[src/rtl/fetch_pkg.sv]
// Shared types and opcode-field constants for the instruction-fetch stage.
// No logic of its own; imported by fetch_stage and if_skid_buf.
package fetch_pkg;

    typedef enum logic [1:0] {
        IDLE = 2'd0,
        REQ  = 2'd1,
        WAIT = 2'd2
    } fetch_state_t;

    localparam int OPC_LSB   = 26;
    localparam int OPC_W     = 6;
    localparam int OPC_EXT_W = 8;

    function automatic logic [OPC_EXT_W-1:0] opc_ext(input logic [OPC_W-1:0] field);
        return {{(OPC_EXT_W-OPC_W){1'b0}}, field};
    endfunction

endpackage

[src/rtl/if_skid_buf.sv]
// Output register plus one-entry skid for fetched instructions; a response lands one cycle later.
// Holds output while i_out_rdy=0; a second response parks in the skid and drains on the next transfer.
module if_skid_buf
    import fetch_pkg::*;
#(
    parameter int DAT_W = 64
) (
    input  logic             clk,
    input  logic             rst_n,
    input  logic             i_in_vld,
    input  logic [DAT_W-1:0] i_in_dat,
    input  logic             i_flush,
    input  logic             i_out_rdy,
    output logic             o_out_vld,
    output logic [DAT_W-1:0] o_out_dat,
    output logic             o_skid_full
);

    logic             r_out_vld;
    logic [DAT_W-1:0] r_out_dat;
    logic             r_skid_vld;
    logic [DAT_W-1:0] r_skid_dat;
    logic             w_xfer;

    assign w_xfer = r_out_vld & i_out_rdy;

    always_ff @(posedge clk or negedge rst_n) begin
        if (!rst_n) begin
            r_out_vld  <= 1'b0;
            r_out_dat  <= '0;
            r_skid_vld <= 1'b0;
            r_skid_dat <= '0;
        end else if (i_flush) begin
            // a transfer in this cycle still completes; only the valids drop
            r_out_vld  <= 1'b0;
            r_skid_vld <= 1'b0;
        end else if (w_xfer) begin
            if (r_skid_vld) begin
                r_out_dat  <= r_skid_dat;
                r_skid_vld <= i_in_vld;
                if (i_in_vld) begin
                    r_skid_dat <= i_in_dat;
                end
            end else if (i_in_vld) begin
                r_out_dat <= i_in_dat;
            end else begin
                r_out_vld <= 1'b0;
            end
        end else if (!r_out_vld) begin
            if (i_in_vld) begin
                r_out_vld <= 1'b1;
                r_out_dat <= i_in_dat;
            end
        end else if (i_in_vld) begin
            r_skid_vld <= 1'b1;
            r_skid_dat <= i_in_dat;
        end
    end

    assign o_out_vld   = r_out_vld;
    assign o_out_dat   = r_out_dat;
    assign o_skid_full = r_skid_vld;

endmodule

[src/rtl/fetch_stage.sv]
// Instruction fetch: single-outstanding imem requests, redirect kill of stale fetches, valid/ready to decode.
// Latency one cycle from imem_rvalid to if_valid; stalls fetching while the skid is full. FETCH_STAT_EN adds fetch_cnt.
module fetch_stage
    import fetch_pkg::*;
#(
    parameter int                ADDR_W   = 32,
    parameter int                INSTR_W  = 32,
    parameter logic [ADDR_W-1:0] RESET_PC = '0,
    parameter int                PC_STEP  = 4
) (
    input  logic                 clk,
    input  logic                 rst_n,
    output logic                 imem_req,
    output logic [ADDR_W-1:0]    imem_addr,
    input  logic                 imem_ack,
    input  logic                 imem_rvalid,
    input  logic [INSTR_W-1:0]   imem_rdata,
    input  logic                 redirect_valid,
    input  logic [ADDR_W-1:0]    redirect_pc,
    input  logic                 id_ready,
    output logic                 if_valid,
    output logic [INSTR_W-1:0]   if_instr,
    output logic [ADDR_W-1:0]    if_pc,
    output logic [OPC_EXT_W-1:0] if_opcode,
    output logic [15:0]          fetch_cnt
);

    localparam int DAT_W = INSTR_W + ADDR_W;

    fetch_state_t      r_state;
    fetch_state_t      w_state_nxt;
    logic [ADDR_W-1:0] r_pc;
    logic [ADDR_W-1:0] w_pc_nxt;
    logic [ADDR_W-1:0] r_addr;
    logic [ADDR_W-1:0] r_req_addr;
    logic              r_kill;
    logic              w_kill_nxt;
    logic              w_imem_req;
    logic              w_resp;
    logic              w_to_skid;
    logic              w_skid_full;
    logic [DAT_W-1:0]  w_out_dat;

    assign w_resp    = (r_state == WAIT) & imem_rvalid & ~r_kill & ~redirect_valid;
    assign w_to_skid = w_resp & if_valid & ~id_ready;

    always_comb begin
        w_state_nxt = r_state;
        w_pc_nxt    = r_pc;
        w_kill_nxt  = r_kill;
        w_imem_req  = 1'b0;
        case (r_state)
            IDLE: begin
                if (!w_skid_full) begin
                    w_state_nxt = REQ;
                end
            end
            REQ: begin
                w_imem_req = 1'b1;
                if (imem_ack) begin
                    w_state_nxt = WAIT;
                    if (!r_kill) begin
                        w_pc_nxt = r_pc + ADDR_W'(PC_STEP);
                    end
                end
            end
            WAIT: begin
                if (imem_rvalid) begin
                    // skip IDLE when the skid stays empty, keeping 2 cycles per fetch
                    w_state_nxt = w_to_skid ? IDLE : REQ;
                    w_kill_nxt  = 1'b0;
                end
            end
            default: begin
                w_state_nxt = IDLE;
            end
        endcase
        if (redirect_valid) begin
            w_pc_nxt = redirect_pc;
            if ((r_state == REQ) || ((r_state == WAIT) && !imem_rvalid)) begin
                w_kill_nxt = 1'b1;
            end
        end
    end

    always_ff @(posedge clk or negedge rst_n) begin
        if (!rst_n) begin
            r_state    <= IDLE;
            r_pc       <= RESET_PC;
            r_addr     <= RESET_PC;
            r_req_addr <= '0;
            r_kill     <= 1'b0;
        end else begin
            r_state <= w_state_nxt;
            r_pc    <= w_pc_nxt;
            r_kill  <= w_kill_nxt;
            // address is frozen while a request is presented, even across a redirect
            if (r_state != REQ) begin
                r_addr <= w_pc_nxt;
            end
            if ((r_state == REQ) && imem_ack) begin
                r_req_addr <= r_addr;
            end
        end
    end

    assign imem_req  = w_imem_req;
    assign imem_addr = r_addr;

    if_skid_buf #(
        .DAT_W (DAT_W)
    ) u_skid (
        .clk         (clk),
        .rst_n       (rst_n),
        .i_in_vld    (w_resp),
        .i_in_dat    ({imem_rdata, r_req_addr}),
        .i_flush     (redirect_valid),
        .i_out_rdy   (id_ready),
        .o_out_vld   (if_valid),
        .o_out_dat   (w_out_dat),
        .o_skid_full (w_skid_full)
    );

    assign if_instr  = w_out_dat[DAT_W-1:ADDR_W];
    assign if_pc     = w_out_dat[ADDR_W-1:0];
    assign if_opcode = opc_ext(if_instr[OPC_LSB +: OPC_W]);

`ifdef FETCH_STAT_EN
    logic [15:0] r_fetch_cnt;
    logic        w_xfer;

    assign w_xfer = if_valid & id_ready;

    always_ff @(posedge clk or negedge rst_n) begin
        if (!rst_n) begin
            r_fetch_cnt <= '0;
        end else if (w_xfer) begin
            r_fetch_cnt <= r_fetch_cnt + 16'd1;
        end
    end

    assign fetch_cnt = r_fetch_cnt;
`else
    assign fetch_cnt = '0;
`endif

endmodule
[config.mk]
export PLATFORM = sky130hd
export DESIGN_NAME = fetch_stage
export DESIGN_NICKNAME = d
export VERILOG_FILES = /design/src/rtl/fetch_pkg.sv /design/src/rtl/if_skid_buf.sv /design/src/rtl/fetch_stage.sv
export SDC_FILE = /design/constraint.sdc
export NUM_CORES = 1
export LEC_CHECK = 0
export CAP_MARGIN = 20
export CELL_PAD_IN_SITES_DETAIL_PLACEMENT = 1
export CELL_PAD_IN_SITES_GLOBAL_PLACEMENT = 2
export CORE_MARGIN = 4
export CORE_UTILIZATION = 37
export CTS_BUF_LIST = sky130_fd_sc_hd__clkbuf_4 sky130_fd_sc_hd__clkbuf_8 sky130_fd_sc_hd__clkbuf_16
export CTS_CLUSTER_DIAMETER = 80
export DETAILED_ROUTE_END_ITERATION = 8
export PLACE_DENSITY = 0.88
export SLEW_MARGIN = 0
export SYNTH_ARGS = -nofsm -noshare
export SYNTH_HDL_FRONTEND = slang
export SYNTH_HIERARCHICAL = 1
export SYNTH_SLANG_ARGS = --single-unit
[constraint.sdc]
create_clock -name clk -period 6.25 [get_ports clk]
set_clock_uncertainty 0.05 [all_clocks]
set_input_delay 0.625 -clock clk [delete_from_list [all_inputs] [get_ports clk]]
set_output_delay 0.625 -clock clk [all_outputs]
set_load 0.01 [all_outputs]
==> metrics.yaml <==
floorplanning:
  ios: 192
  coreArea_um2: 27900
  start_util: 0.378
  die_area_um2: 31300
  placementRows: 61
  die_w_um: 177
  die_h_um: 177
grt:
  grt_max_degree: 109
  grt_pass1_vias: 8332
  grt_overflow: 0
  grt_usage: 0.189
  antenna_found_initial: 0
  grt_pass1_wl_mm: 48.0
worst_hold_path:
  min_path_type: "primary input to asynchronous set/reset pin"
critical_path:
  critPathRequiredTime_ns: 5.57
  crit_type: "flip-flop to output port"
  crit_path_end_kind: "output port"
  cp_max_fo: 33
  critPathLaunchType: "flip-flop"
  arrival_ns: 2.63
clocking:
  tritoncts: "yes"
  cts_resized: 0
  clock_latency_ns: 0.53
  cts_root_buf: "clkbuf_16"
  clockBufferDepth: 3
  clk_pin_slew_worst_paths_ns: 0.06
  cts_setup_buffers: 0
  hold_buffers: 0
  cts-htree-levels: 1
  cts_sinks: 229
  cts-buffers-inserted: 26
cells_and_area:
  multiInputGateArea_um2: 4370
  final_cells: 1453
  design_area_um2: 13300
  area_delta_synth_final_pct: 26.3
  final_common_cell: "dfrtp_1"
  layout-drive-gt1-share: 0.110
  seqCellArea_um2: 5730
  nNetsFinal: 1131
  antenna_cells: 0
  layout_common_cells: "dfrtp_1 (227), clkdlybuf4s50_1 (171), nand2_1 (103)"
  fillers: 2976
synthesis:
  yosys.area.top_type: "dfrtp_1"
  ys_async_sr_fraction: 1.00
  syn_inst: 929
  synth.top_cell.area_share: 0.543
  syn-mean-instance-area_um2: 11.4
  ys_seq_elements: 229
  synth_area_um2: 10500
  synth_edf_count: 0
  synth_ff_type: "dfrtp_1"
  synth_warnings: 6
  synth_seq_area_share: 0.543
  yosysUniqueCellTypes: 47
  synthTopCellsByArea: "dfrtp_1 (54%), mux2_1 (8.2%), a22o_1 (5.3%)"
timing:
  setup_viol: 0
  hold_violations: 0
  min_period_ns: 3.31
  max_slew_margin: 0.391
  slew_viol_final: 0
  finalWorstSetupSlack_ns: 2.94
  period_share: 0.529
  rsz0062_at_grt: "false"
  fin_tns_setup_ns: 0
  max_freq_ghz: 0.302
  worst_pin_slew_ns: 0.912
placed_design:
  pre_cts_slack_ns: 2.53
  dpl_cell_area_um2: 12400
  dpl.cell_count: 1408
  gp_congestion: 0.827
  port_buffers: 173
  dp_hpwl_mm: 19.4
drt:
  vias: 7830
  first_pass_iters: 5
  wl_per_cell_um: 20.6
  drc: 0
  vias_per_cell: 5.39
  wl_mm: 30.0
  drt_iter0_markers: 609
  ant_nets: 0
run_status:
  status: "finished, final reports clean"
pwr:
  p_total_w: 0.00547
  peakVddDrop_v: 0.000191
  p_leak_nw: 5.83
  pwr_density_cell_nw_per_um2: 411
job:
  drv_cap: 0
==> flip-flops by register name (all words and copies together), names as in the netlist <==
register / count
imem_addr: 32
u_skid/o_skid_full: 1
u_skid/r_skid_dat: 64
r_state: 2
r_pc: 32
r_kill: 1
r_req_addr: 32
u_skid/o_out_vld: 1
u_skid/o_out_dat: 64
==> final timing paths <==
| kind | end | cells after the start | slack (ns) | start |
|---|---|---|---|---|
| setup / recovery | imem_req | 4 | 2.94 | r_state[1]$_DFFE_PN0P_ |
| hold / removal | u_skid/o_out_dat[39]$_DFFE_PN0P_ | 1 | 0.12 | rst_n |
| setup reg to reg | u_skid/r_skid_dat[54]$_DFFE_PN0P_ | 6 | 3.30 | r_state[1]$_DFFE_PN0P_ |
| hold reg to reg | r_pc[1]$_DFF_PN0_ | 1 | 0.44 | r_pc[1]$_DFF_PN0_ |
| max in group asynchronous | u_skid/o_skid_full$_DFFE_PN0P_ | 2 | 4.60 | rst_n |
| min in group clk | r_pc[1]$_DFF_PN0_ | 1 | 0.44 | r_pc[1]$_DFF_PN0_ |
==> critical path, cell delays in order, from the launching register on <==
cell,delay (ns)
dfrtp_1,0.47
nand2b_1,0.19
buf_4,0.25
inv_2,0.52
clkdlybuf4s50_1,0.66
==> cell families (layout without fill, tap and decap cells) <==
| group | after synthesis | after routing | share of synthesized area |
|---|---|---|---|
| simple gates | 272 | 272 | 0.138 |
| flops | 229 | 229 | 0.543 |
| other cells | 1 | 18 | 0.000356 |
| mux | 123 | 123 | 0.131 |
| compound gates | 166 | 166 | 0.111 |
| buf+inv | 108 | 237 | 0.0510 |
| fa+ha+maj | 1 | 1 | 0.00119 |
| xor+xnor | 29 | 29 | 0.0241 |
==> synth_stat cells, drive strengths merged (6+ instances only) <==
| cell | n |
|---|---|
| dfrtp | 229 |
| and3 | 20 |
| nand3 | 26 |
| nor2 | 21 |
| xor2 | 8 |
| nand4 | 75 |
| buf | 53 |
| a221o | 14 |
| nand2 | 103 |
| a21oi | 9 |
| and4 | 6 |
| o21ai | 75 |
| clkbuf | 48 |
| a22o | 64 |
| mux2 | 120 |
| inv | 6 |
| xnor2 | 21 |
==> power breakdown <==
part / internal [W] / switching, W
sequential: 0.00191 / 0.000399
combinational: 0.000950 / 0.000690
clock: 0.000935 / 0.000586
==> through the flow <==
step / utilization / hold slack, ns
floorplan: - / 0.279
global placement: 0.445 / 0.413
detailed placement: 0.445 / 0.431
CTS: 0.475 / 0.134
global route: 0.477 / 0.172
finish: 0.477 / 0.120
==> final cells by class <==
type | count | area share
inverters | 7 | 0.00197
clock inverters | 1 | 0.00225
multi-input cells | 609 | 0.328
clock buffers | 42 | 0.0620
repair buffers | 187 | 0.140
well taps | 378 | 0.0355
flip-flops and latches | 229 | 0.430
==> per-layer routing <==
layer  wire length (µm)  up-vias  track usage
li1                   -     3605            -
met1              14000     4006        0.273
met2              14200      186        0.308
met3               1370       33       0.0291
met4                389        0       0.0300
met5                  0        -            0
(Power assumes the default switching activity.)
